`config.mk`:
```
export PLATFORM = sky130hd
export DESIGN_NAME = controle_somador
export DESIGN_NICKNAME = d
export VERILOG_FILES = /design/src/rtl/controle_somador.sv
export SDC_FILE = /design/constraint.sdc
export NUM_CORES = 1
export LEC_CHECK = 0
export BUFFER_PORTS_ARGS = -buffer_cell sky130_fd_sc_hd__buf_2
export CORE_MARGIN = 3
export CORE_UTILIZATION = 36
export DETAILED_ROUTE_END_ITERATION = 12
export PLACE_DENSITY = 0.82
export SYNTH_ARGS = -nofsm -noshare
export SYNTH_HDL_FRONTEND = slang
export SYNTH_SLANG_ARGS = --single-unit
```
`constraint.sdc`:
```
create_clock -name clk -period 1.2 [get_ports clk]
set_input_delay 0.24 -clock clk [delete_from_list [all_inputs] [get_ports clk]]
set_output_delay 0.24 -clock clk [all_outputs]
set_load 0.02 [all_outputs]
```
`src/rtl/controle_somador.sv`:
```
// controle_somador: round-robin sequencer that shares one external adder
// (somador) and one external load-enabled result register (registrador)
// between two requesters.
//
// Ports:
//   clk, rst_n            clock (rising edge), asynchronous active-low reset
//   req0/a0/b0            requester 0: level request and operands
//   req1/a1/b1            requester 1: level request and operands
//   ack0, ack1            one-cycle completion pulses, one per requester
//   res, res_sinal        registered sum (valid with ack) and its sinal flag
//   busy, grant           not-idle indicator, index of the served requester
//   add_a, add_b          operands to the somador
//   add_soma, add_sinal   somador outputs
//   reg_load, reg_q       registrador load enable and its data output
//
// Sequence: IDLE -> CALC -> LOAD -> RESP -> IDLE, one cycle per non-idle state.
module controle_somador #(
  parameter int unsigned WIDTH = 8
) (
  input  logic             clk,
  input  logic             rst_n,
  input  logic             req0,
  input  logic [WIDTH-1:0] a0,
  input  logic [WIDTH-1:0] b0,
  input  logic             req1,
  input  logic [WIDTH-1:0] a1,
  input  logic [WIDTH-1:0] b1,
  output logic             ack0,
  output logic             ack1,
  output logic [WIDTH:0]   res,
  output logic             res_sinal,
  output logic             busy,
  output logic             grant,
  output logic [WIDTH-1:0] add_a,
  output logic [WIDTH-1:0] add_b,
  input  logic [WIDTH:0]   add_soma,
  input  logic             add_sinal,
  output logic             reg_load,
  input  logic [WIDTH:0]   reg_q
);

  typedef enum logic [1:0] {
    IDLE = 2'd0,
    CALC = 2'd1,
    LOAD = 2'd2,
    RESP = 2'd3
  } state_t;

  state_t           state_q, state_d;
  logic [WIDTH-1:0] op_a_q, op_a_d;
  logic [WIDTH-1:0] op_b_q, op_b_d;
  logic             grant_q, grant_d;
  logic             prio_q, prio_d;
  logic             res_sinal_q, res_sinal_d;
  logic             sel;

  // The sum travels from the somador straight into the registrador; this
  // block only sequences the load, so the sum itself is not consumed here.
  logic unused_add_soma;
  assign unused_add_soma = ^add_soma;

  always_ff @(posedge clk or negedge rst_n) begin
    if (!rst_n) begin
      state_q     <= IDLE;
      op_a_q      <= '0;
      op_b_q      <= '0;
      grant_q     <= 1'b0;
      prio_q      <= 1'b0;
      res_sinal_q <= 1'b0;
    end else begin
      state_q     <= state_d;
      op_a_q      <= op_a_d;
      op_b_q      <= op_b_d;
      grant_q     <= grant_d;
      prio_q      <= prio_d;
      res_sinal_q <= res_sinal_d;
    end
  end

  always_comb begin
    state_d     = state_q;
    op_a_d      = op_a_q;
    op_b_d      = op_b_q;
    grant_d     = grant_q;
    prio_d      = prio_q;
    res_sinal_d = res_sinal_q;
    // With a single request, req1 alone names the winner; with both, prio does.
    sel         = (req0 && req1) ? prio_q : req1;
    case (state_q)
      IDLE: begin
        if (req0 || req1) begin
          grant_d = sel;
          op_a_d  = sel ? a1 : a0;
          op_b_d  = sel ? b1 : b0;
          state_d = CALC;
        end
      end
      CALC: state_d = LOAD;
      LOAD: begin
        res_sinal_d = add_sinal;
        state_d     = RESP;
      end
      RESP: begin
        prio_d  = ~grant_q;
        state_d = IDLE;
      end
      default: state_d = IDLE;
    endcase
  end

  always_comb begin
    reg_load = (state_q == LOAD);
    ack0     = (state_q == RESP) && !grant_q;
    ack1     = (state_q == RESP) &&  grant_q;
    busy     = (state_q != IDLE);
  end

  assign add_a     = op_a_q;
  assign add_b     = op_b_q;
  assign grant     = grant_q;
  assign res_sinal = res_sinal_q;
  assign res       = reg_q;

endmodule

```
**Word-level counts from Yosys, hierarchy flattened**

Cells that the tools add are included.

- Bits in registers: 21

- Equal/unequal tests: 4
- Multiplexer cells: 5
- Bitwise logic cells: 1
- Reductions and logical operators: 8

Operators with widths:

| kind | count |
|---|---|
| 8-bit two-way mux | 2 |
| 2-bit one-hot mux with 4 select lines | 1 |
| 2-bit equality test (second input constant) | 2 |
| 1-bit logical AND | 3 |
| 2-bit by 1-bit equality test with 1-bit output (second input constant) | 1 |
| 2-bit logical NOT | 1 |
| 2-bit two-way mux | 1 |
| 2-bit inequality test (second input constant) | 1 |
| 2-bit AND reduction | 1 |
| 2-bit nonzero test | 1 |
| 1-bit logical NOT | 1 |
| 1-bit logical OR | 1 |
| 1-bit two-way mux | 1 |
| 1-bit NOT | 1 |

**Depth between registers and ports, before layout**

Gate-level depths: netlist (run 1).

- Depth in word-level cells: 3
- Mapped depth: 6
- Gate-level depth less buffers: 5

**Least setup slack after synthesis (run 1)**

OpenSTA, ideal clock, no wires.

- Path kind: flip-flop to flip-flop
- From: register state_q[0]
- To: register op_b_q[2], in the netlist add_b[2]
- Arrival: 1.153 ns
- Data required time: 1.118 ns
- Slack: -0.035 ns
- Stages on the path, launching flop included: 7
- Buffers on the path: 1
- Clock period less this slack: 1.235 ns
- Cells stage by stage: dfrtp_1 > inv_1 > ha_1 > o21a_4 > buf_4 > nor2_1 > a31oi_1

- Word-level cells in the longest chain between the ends: 2

Ends and longest elaborated chain:

| element | RTL line | text |
|---|---|---|
| start: declaration | 49 | `state_t state_q, state_d;` |
| start signal: assignment | 71 | `state_q <= state_d;` |
| 2-bit logical NOT | 89 | `case (state_q)` |
| 2-bit AND reduction (no line) | n/a |  |
| end signal: assignment | 73 | `op_b_q <= op_b_d;` |
| end: declaration | 51 | `logic [WIDTH-1:0] op_b_q, op_b_d;` |

No other way between the ends.
A chain may end at the register's enable or synchronous reset.

**Worst setup path in the final report (run 1)**

- From: register state_q[0]
- To: output ack1

- Word-level cells in the longest chain between the ends: 2

Ends and longest elaborated chain:

| element | RTL line | text |
|---|---|---|
| 2-bit equality test | 114 | `ack1 = (state_q == RESP) && grant_q;` |
| 1-bit logical AND | 114 |  |
| end: declaration | 29 | `output logic ack1,` |

No other way between the ends.

==> key figures, run 1 <==
Outcome
  • Status: finished with violations
  • Failing checks: setup timing

Global route
  • GR Util All Layers: 15.2%
  • Grt ovf: 0
  • Largest net degree at the start of global routing: 22
  • Initial antenna violation count: 0
  • Global-route wire length before repair: 5050 µm
  • Vias in the first global route: 1107

Synth
  • Distinct cells, synth: 20
  • Simple-gate share of the synthesized area: 16.2%
  • Area contributors post-synth: dfrtp_1 45%, a31oi_1 9.2%, buf_4 7.8%, nand3_1 6.9%, nor2_1 6.5%
  • Adder-cell area share of the yosys netlist: 3.23%
  • Post-synth top area share: 45.3%
  • Proportion of synthesized area in mux cells: 1.94%
  • Ys Warns: 0
  • #FFs+latches synth: 21
  • Syn avg cell area: 9.29 µm²
  • Post-Synth XOR/XNOR Area: 0%
  • Mapped cell area: 1160 µm²
  • Sequential fraction of the synthesis area: 45.3%
  • Cell taking the most area after synthesis: dfrtp_1
  • Compound-Gate Fraction of Synth Area: 18.8%
  • Post-Syn Nets: 183
  • Synthesized instance count: 125
  • Largest family of logic cells by synthesized area: compound AO/OA/AOI/OAI gates

CTS
  • CTS Sinks: 21
  • CTS Buf Count: 3
  • Worst-path clk slew: 0.11 ns
  • Root Driver: clkbuf_4
  • Max Root-Sink Buffers: 2
  • # H-tree levels: 1
  • CTS tree: built
  • Worst-skew pair later-pin latency: 0.29 ns

STA
  • Worst-margin pin slew: 0.475 ns
  • Max-slew headroom: 68.4%
  • Final setup violation count: 22
  • Unrepaired setup endpoints after global routing: true
  • WHS: 0.170 ns
  • Clock skew: 0.00543 ns
  • Period utilization: 119%
  • Final Hold Fails: 0
  • Final Max Tran Viols: 0
  • Tmin final: 1.42 ns
  • Max Fclk: 703 MHz
  • Final WS setup: -0.223 ns

Power and ir drop
  • Seq pwr share: 30.3%
  • Sw frac: 42.5%
  • Sw Pwr: 1.82 mW
  • Combinational power share: 62.1%
  • Peak VDD IR: 1.32 mV
  • Power share of the clock group: 7.6%
  • Overall power: 4.28 mW
  • P_leak: 0.749 nW
  • Pint: 2.46 mW
  • PD cells: 2600 nW/µm²

Detailed routing
  • Vias: 1133
  • Residual DRC: 0
  • Drt wl/cell: 13.9 µm
  • Drt pass-1 iters: 4
  • ANT nets after route: 0
  • Routed WL: 3130 µm
  • Routed vias/inst: 5.04
  • Initial DRC Count: 112

Flow run
  • Max-Cap Viols: 0

Die
  • DIE HEIGHT: 62.8 µm
  • Core area: 2900 µm²
  • # IOs: 86
  • Starting Density: 40.0%
  • Row Count: 19
  • Die W: 62.8 µm
  • Die area: 3940 µm²

Worst setup path
  • CP max stage delay: 0.42 ns
  • Critical path required time: 0.96 ns
  • CP startpoint: state_q[0]$_DFFE_PN0P_
  • Worst EP arrival: 1.18 ns
  • Crit path kind: reg2out
  • Worst-path fanout max: 3
  • Delay-heaviest family, CP: flip-flops
  • CP max-delay cell: dfrtp_1
  • Crit path buffers/inverters: 1
  • CP cell instances: ha_2 -> and2_4 -> buf_6
  • Reg-to-reg startpoint: state_q[0]$_DFFE_PN0P_
  • Crit path launch type: flop
  • CP endpoint kind: output pin

Placement
  • Routability cong.: 0.711
  • Placement-stage cell area: 1450 µm²
  • Placed cell count: 214
  • IO Port Bufs: 58

Finish
  • Util after Layout: 56.8%
  • FF+latch area: 526 µm²
  • Area of the multi-input gates: 537 µm²
  • Layout cells sized above 1: 51.9%
  • Antenna diodes: 0
  • Fillers: 259
  • Layout Cells excl Fill: 225
  • Area grow syn2layout: 41.8%
  • # nets final: 242
  • Design area: 1650 µm²

Worst hold path
  • Hold Path Origin: add_sinal
  • Hold Path Class: in2reg
[synthesized netlist by cell type]
cell and instances:
o21ai_0 14, o32ai_2 1, o21a_4 1, nor2_1 20, nand3_1 16, dfrtp_1 21, inv_2 1, buf_6 5
buf_4 12, and2b_4 1, a31oi_1 17, and2_1 1, mux2_2 2, o21ai_1 2, buf_2 1, nand2_1 1
inv_1 4, nand2b_1 1, ha_1 3, nor2b_1 1
[layer usage]
| metal | track usage (%) | wire [µm] | share of wire (%) |
|---|---|---|---|
| met5 | 0 | 0 | 0 |
| met4 | 2.20 | 21 | 0.67 |
| met3 | 4.86 | 281 | 9.0 |
| met2 | 25.4 | 1510 | 48 |
| met1 | 19.6 | 1320 | 42 |
[path summary, 6_finish.rpt]
kind / endpoint / slack [ns] / cells past startpoint
max in group asynchronous: add_a[0]$_DFFE_PN0P_ / 0.44 / 2
max reg2reg: add_a[1]$_DFFE_PN0P_ / -0.19 / 7
min reg2reg: prio_q$_DFFE_PN0N_ / 0.53 / 2
max: ack1 / -0.22 / 3
min in group asynchronous: add_b[0]$_DFFE_PN0P_ / 0.43 / 2
min: res_sinal$_DFFE_PN0P_ / 0.17 / 2
[power by group through the flow]
| stage | logic (mW) | registers [mW] | clock network (mW) |
|---|---|---|---|
| after global placement | 2.12 | 1.25 | 0 |
| after floorplan | 1.11 | 1.64 | 0 |
| after CTS | 2.25 | 1.26 | 0.350 |
| final | 2.65 | 1.30 | 0.327 |
| after global routing | 2.88 | 1.36 | 0.379 |
| after detailed placement | 2.16 | 1.27 | 0 |
[state kept, by name, indices dropped and copies added, names as in the netlist]
| signal | count |
|---|---|
| prio_q | 1 |
| state_q | 2 |
| add_a | 8 |
| grant | 1 |
| add_b | 8 |
| res_sinal | 1 |
[cells in the final DEF, fill, tap and decap left out, types with 2 or more instances in the layout]
master,instances
mux2_2,2
buf_12,2
o21ai_1,2
nand3_1,16
buf_2,54
clkbuf_4,3
buf_6,5
o21ai_0,14
buf_4,8
clkbuf_16,2
a31oi_1,17
dfrtp_1,21
inv_2,4
ha_4,2
nor2_1,13
nor2_2,6
[cell type report]
class                   instances  area share, %
multi-input cells              81           32.6
clock buffers                   4           1.60
flip-flops and latches         21           31.9
repair buffers                 72           29.6
well taps                      42           3.19
inverters                       5           1.14
[metrics by stage]
| step | setup slack, ns | TNS (ns) |
|---|---|---|
| 6_report | -0.223 | -3.77 |
| 5_1_grt | -0.302 | -5.42 |
| 2_1_floorplan | -0.00250 | -0.00250 |
| 4_1_cts | -0.258 | -1.70 |
| 3_5_place_dp | -0.0525 | -0.458 |
| 3_3_place_gp | -0.0259 | -0.178 |
[timing repair]
item                                    4_1_cts  5_1_grt
endpoints found under the setup margin       22       22
pin swaps                                     1        3
setup buffers                                 1        3
resized for setup                             8       17
hold endpoints to repair                     21        0
hold buffers                                  1        0
gates cloned                                  0        2
[cell families (layout without fill, tap and decap cells)]
logic type                 count (synthesis)  after routing
AOI/OAI and AO/OA                         35             35
DFF                                       21             21
adders and majority gates                  3              3
muxes                                      2              2
and+or+nand+nor                           41             41
buffers and inverters                     23             81
[worst register-to-register path, cell delays in order (launching register included)]
cell and delay [ns]:
dfrtp_1 0.42, inv_2 0.12, ha_4 0.15, buf_6 0.10, o21a_4 0.19, buf_12 0.15, nor2_2 0.04, a31oi_1 0.14
Power figures use the tool's default switching activity.
==> inputs of run 2 (changes only) <==
--- a/config.mk
+++ b/config.mk
@@ -6,10 +6,12 @@
 export NUM_CORES = 1
 export LEC_CHECK = 0
 export BUFFER_PORTS_ARGS = -buffer_cell sky130_fd_sc_hd__buf_2
+export CELL_PAD_IN_SITES_DETAIL_PLACEMENT = 1
+export CELL_PAD_IN_SITES_GLOBAL_PLACEMENT = 1
 export CORE_MARGIN = 3
-export CORE_UTILIZATION = 36
+export CORE_UTILIZATION = 24
 export DETAILED_ROUTE_END_ITERATION = 12
-export PLACE_DENSITY = 0.82
+export PLACE_DENSITY = 0.8
 export SYNTH_ARGS = -nofsm -noshare
 export SYNTH_HDL_FRONTEND = slang
 export SYNTH_SLANG_ARGS = --single-unit
==> constraint.sdc (replaced) <==
create_clock -name clk -period 1.2 [get_ports clk]
set_input_delay 0.24 -clock clk [delete_from_list [all_inputs] [get_ports clk]]
set_output_delay 0.24 -clock clk [all_outputs]
set_load 0.005 [all_outputs]
==> key figures, run 2 (synthesis results as in run 1) <==
Detailed routing
  • Initial DRC Count: 30
  • Drt pass-1 iters: 2
  • Vias: 1132
  • Residual DRC: 0
  • Routed WL: 3700 µm
  • Routed vias/inst: 4.74
  • ANT nets after route: 0
  • Drt wl/cell: 15.5 µm

Die
  • Die area: 5710 µm²
  • Die W: 75.6 µm
  • Starting Density: 25.8%
  • Core area: 4500 µm²
  • Row Count: 24
  • # IOs: 86
  • DIE HEIGHT: 75.6 µm

STA
  • Final WS setup: -0.187 ns
  • Tmin final: 1.39 ns
  • Max Fclk: 721 MHz
  • Final Max Tran Viols: 0
  • Max-slew headroom: 66.2%
  • Unrepaired setup endpoints after global routing: true
  • Period utilization: 116%
  • Clock skew: 0.00579 ns
  • Worst-margin pin slew: 0.507 ns
  • WHS: 0.210 ns
  • Final Hold Fails: 0
  • Final setup violation count: 22

Placement
  • IO Port Bufs: 58
  • DP Worst Slack: -0.111 ns
  • Placement-stage cell area: 1460 µm²
  • Routability cong.: 0.709
  • Dpl hpwl: 2590 µm
  • Placed cell count: 226

CTS
  • CTS Sinks: 21
  • # H-tree levels: 1
  • Max Root-Sink Buffers: 2
  • CTS Buf Count: 3
  • Worst-skew pair later-pin latency: 0.25 ns
  • Worst-path clk slew: 0.08 ns
  • CTS tree: built
  • Root Driver: clkbuf_8

Global route
  • Vias in the first global route: 1160
  • Grt ovf: 0
  • GR Util All Layers: 12.7%
  • Global-route wire length before repair: 5540 µm
  • Largest net degree at the start of global routing: 22
  • Initial antenna violation count: 0

Outcome
  • Failing checks: setup timing
  • Status: finished with violations

Finish
  • Design area: 1710 µm²
  • Commonest cells after routing, fill and taps aside: 55 x buf_2, 21 x dfrtp_1, 16 x nand3_1
  • Commonest non-fill, non-tap cell in the layout: buf_2
  • Antenna diodes: 0
  • # nets final: 246
  • Layout Cells excl Fill: 239
  • Layout cells sized above 1: 55.1%
  • Area grow syn2layout: 47.2%
  • Fillers: 549

Worst setup path
  • CP endpoint kind: output pin
  • Worst EP arrival: 1.15 ns
  • Crit path launch type: flop
  • Crit path kind: reg2out
  • Worst-path fanout max: 2
  • Critical path required time: 0.96 ns

Power and ir drop
  • PD cells: 2430 nW/µm²
  • Overall power: 4.15 mW
  • P_leak: 0.780 nW
  • Peak VDD IR: 0.739 mV

Flow run
  • Max-Cap Viols: 0

Worst hold path
  • Hold Path Class: in2reg
run 2: changes by cell type in the layout (fill, tap and decap cells not counted), moves of 2 or more:
cell      previous run  this run
buf_4                8        11
clkbuf_4             3         0
clkbuf_8             0         3
nor2_2               6         9
a31oi_1             17        15
a31oi_2              0         2
mux2_2               2         0
mux2_4               0         2
nor2_1              13        11
run 2: area by class of cell:
type	count	area, µm²	share of cell area (%)
tap	52	65.1	3.81
clock buffer	4	45.0	2.64
sequential	21	526	30.7
timing repair buffer	76	500	29.3
multi-input combinational	81	552	32.3
inverter	5	21.3	1.24
run 2: metal layers:
metal / routed length, µm / up-vias / track usage, %
met4: 38 / 0 / 4.66
met5: 0 / - / 0
li1: - / 549 / -
met1: 1590 / 546 / 15.2
met2: 1910 / 33 / 23.3
met3: 169 / 4 / 1.32
run 2: critical path, cell delays in order, from the launching register on:
cell and delay, ns:
dfrtp_1 0.41, inv_2 0.10, ha_4 0.15, buf_6 0.10, inv_4 0.03, buf_6 0.10
run 2: path summary, 6_finish.rpt:
path / slack (ns) / from / endpoint / cells past startpoint
worst max-delay path: -0.19 / state_q[0]$_DFFE_PN0P_ / busy / 5
worst min-delay path: 0.21 / add_sinal / res_sinal$_DFFE_PN0P_ / 2
worst max register to register: -0.18 / state_q[0]$_DFFE_PN0P_ / grant$_DFFE_PN0P_ / 7
worst min register to register: 0.51 / res_sinal$_DFFE_PN0P_ / res_sinal$_DFFE_PN0P_ / 1
max in group asynchronous: 0.37 / rst_n / add_b[6]$_DFFE_PN0P_ / 2
min in group asynchronous: 0.48 / rst_n / add_b[1]$_DFFE_PN0P_ / 2
run 2: through the flow:
stage | utilization (%) | setup TNS [ns]
final | 37.9 | -3.11
after global routing | 37.9 | -4.35
after CTS | 35.3 | -2.50
after detailed placement | 32.4 | -1.03
after global placement | 32.4 | -0.173
after floorplan | - | 0
run 2: power by group:
part | total [mW] | switching [mW] | internal (mW)
Clock | 0.460 | 0.224 | 0.236
Sequential | 1.30 | 0.227 | 1.07
Combinational | 2.39 | 1.06 | 1.33
Total | 4.15 | 1.51 | 2.64
run 2: repair_timing:
action,in CTS,in global routing
setup buffers,1,6
hold buffers,1,0
resized for setup,18,12
pin swaps,2,2
endpoints found under the setup margin,22,23
cloned,0,1
hold endpoints to repair,21,0
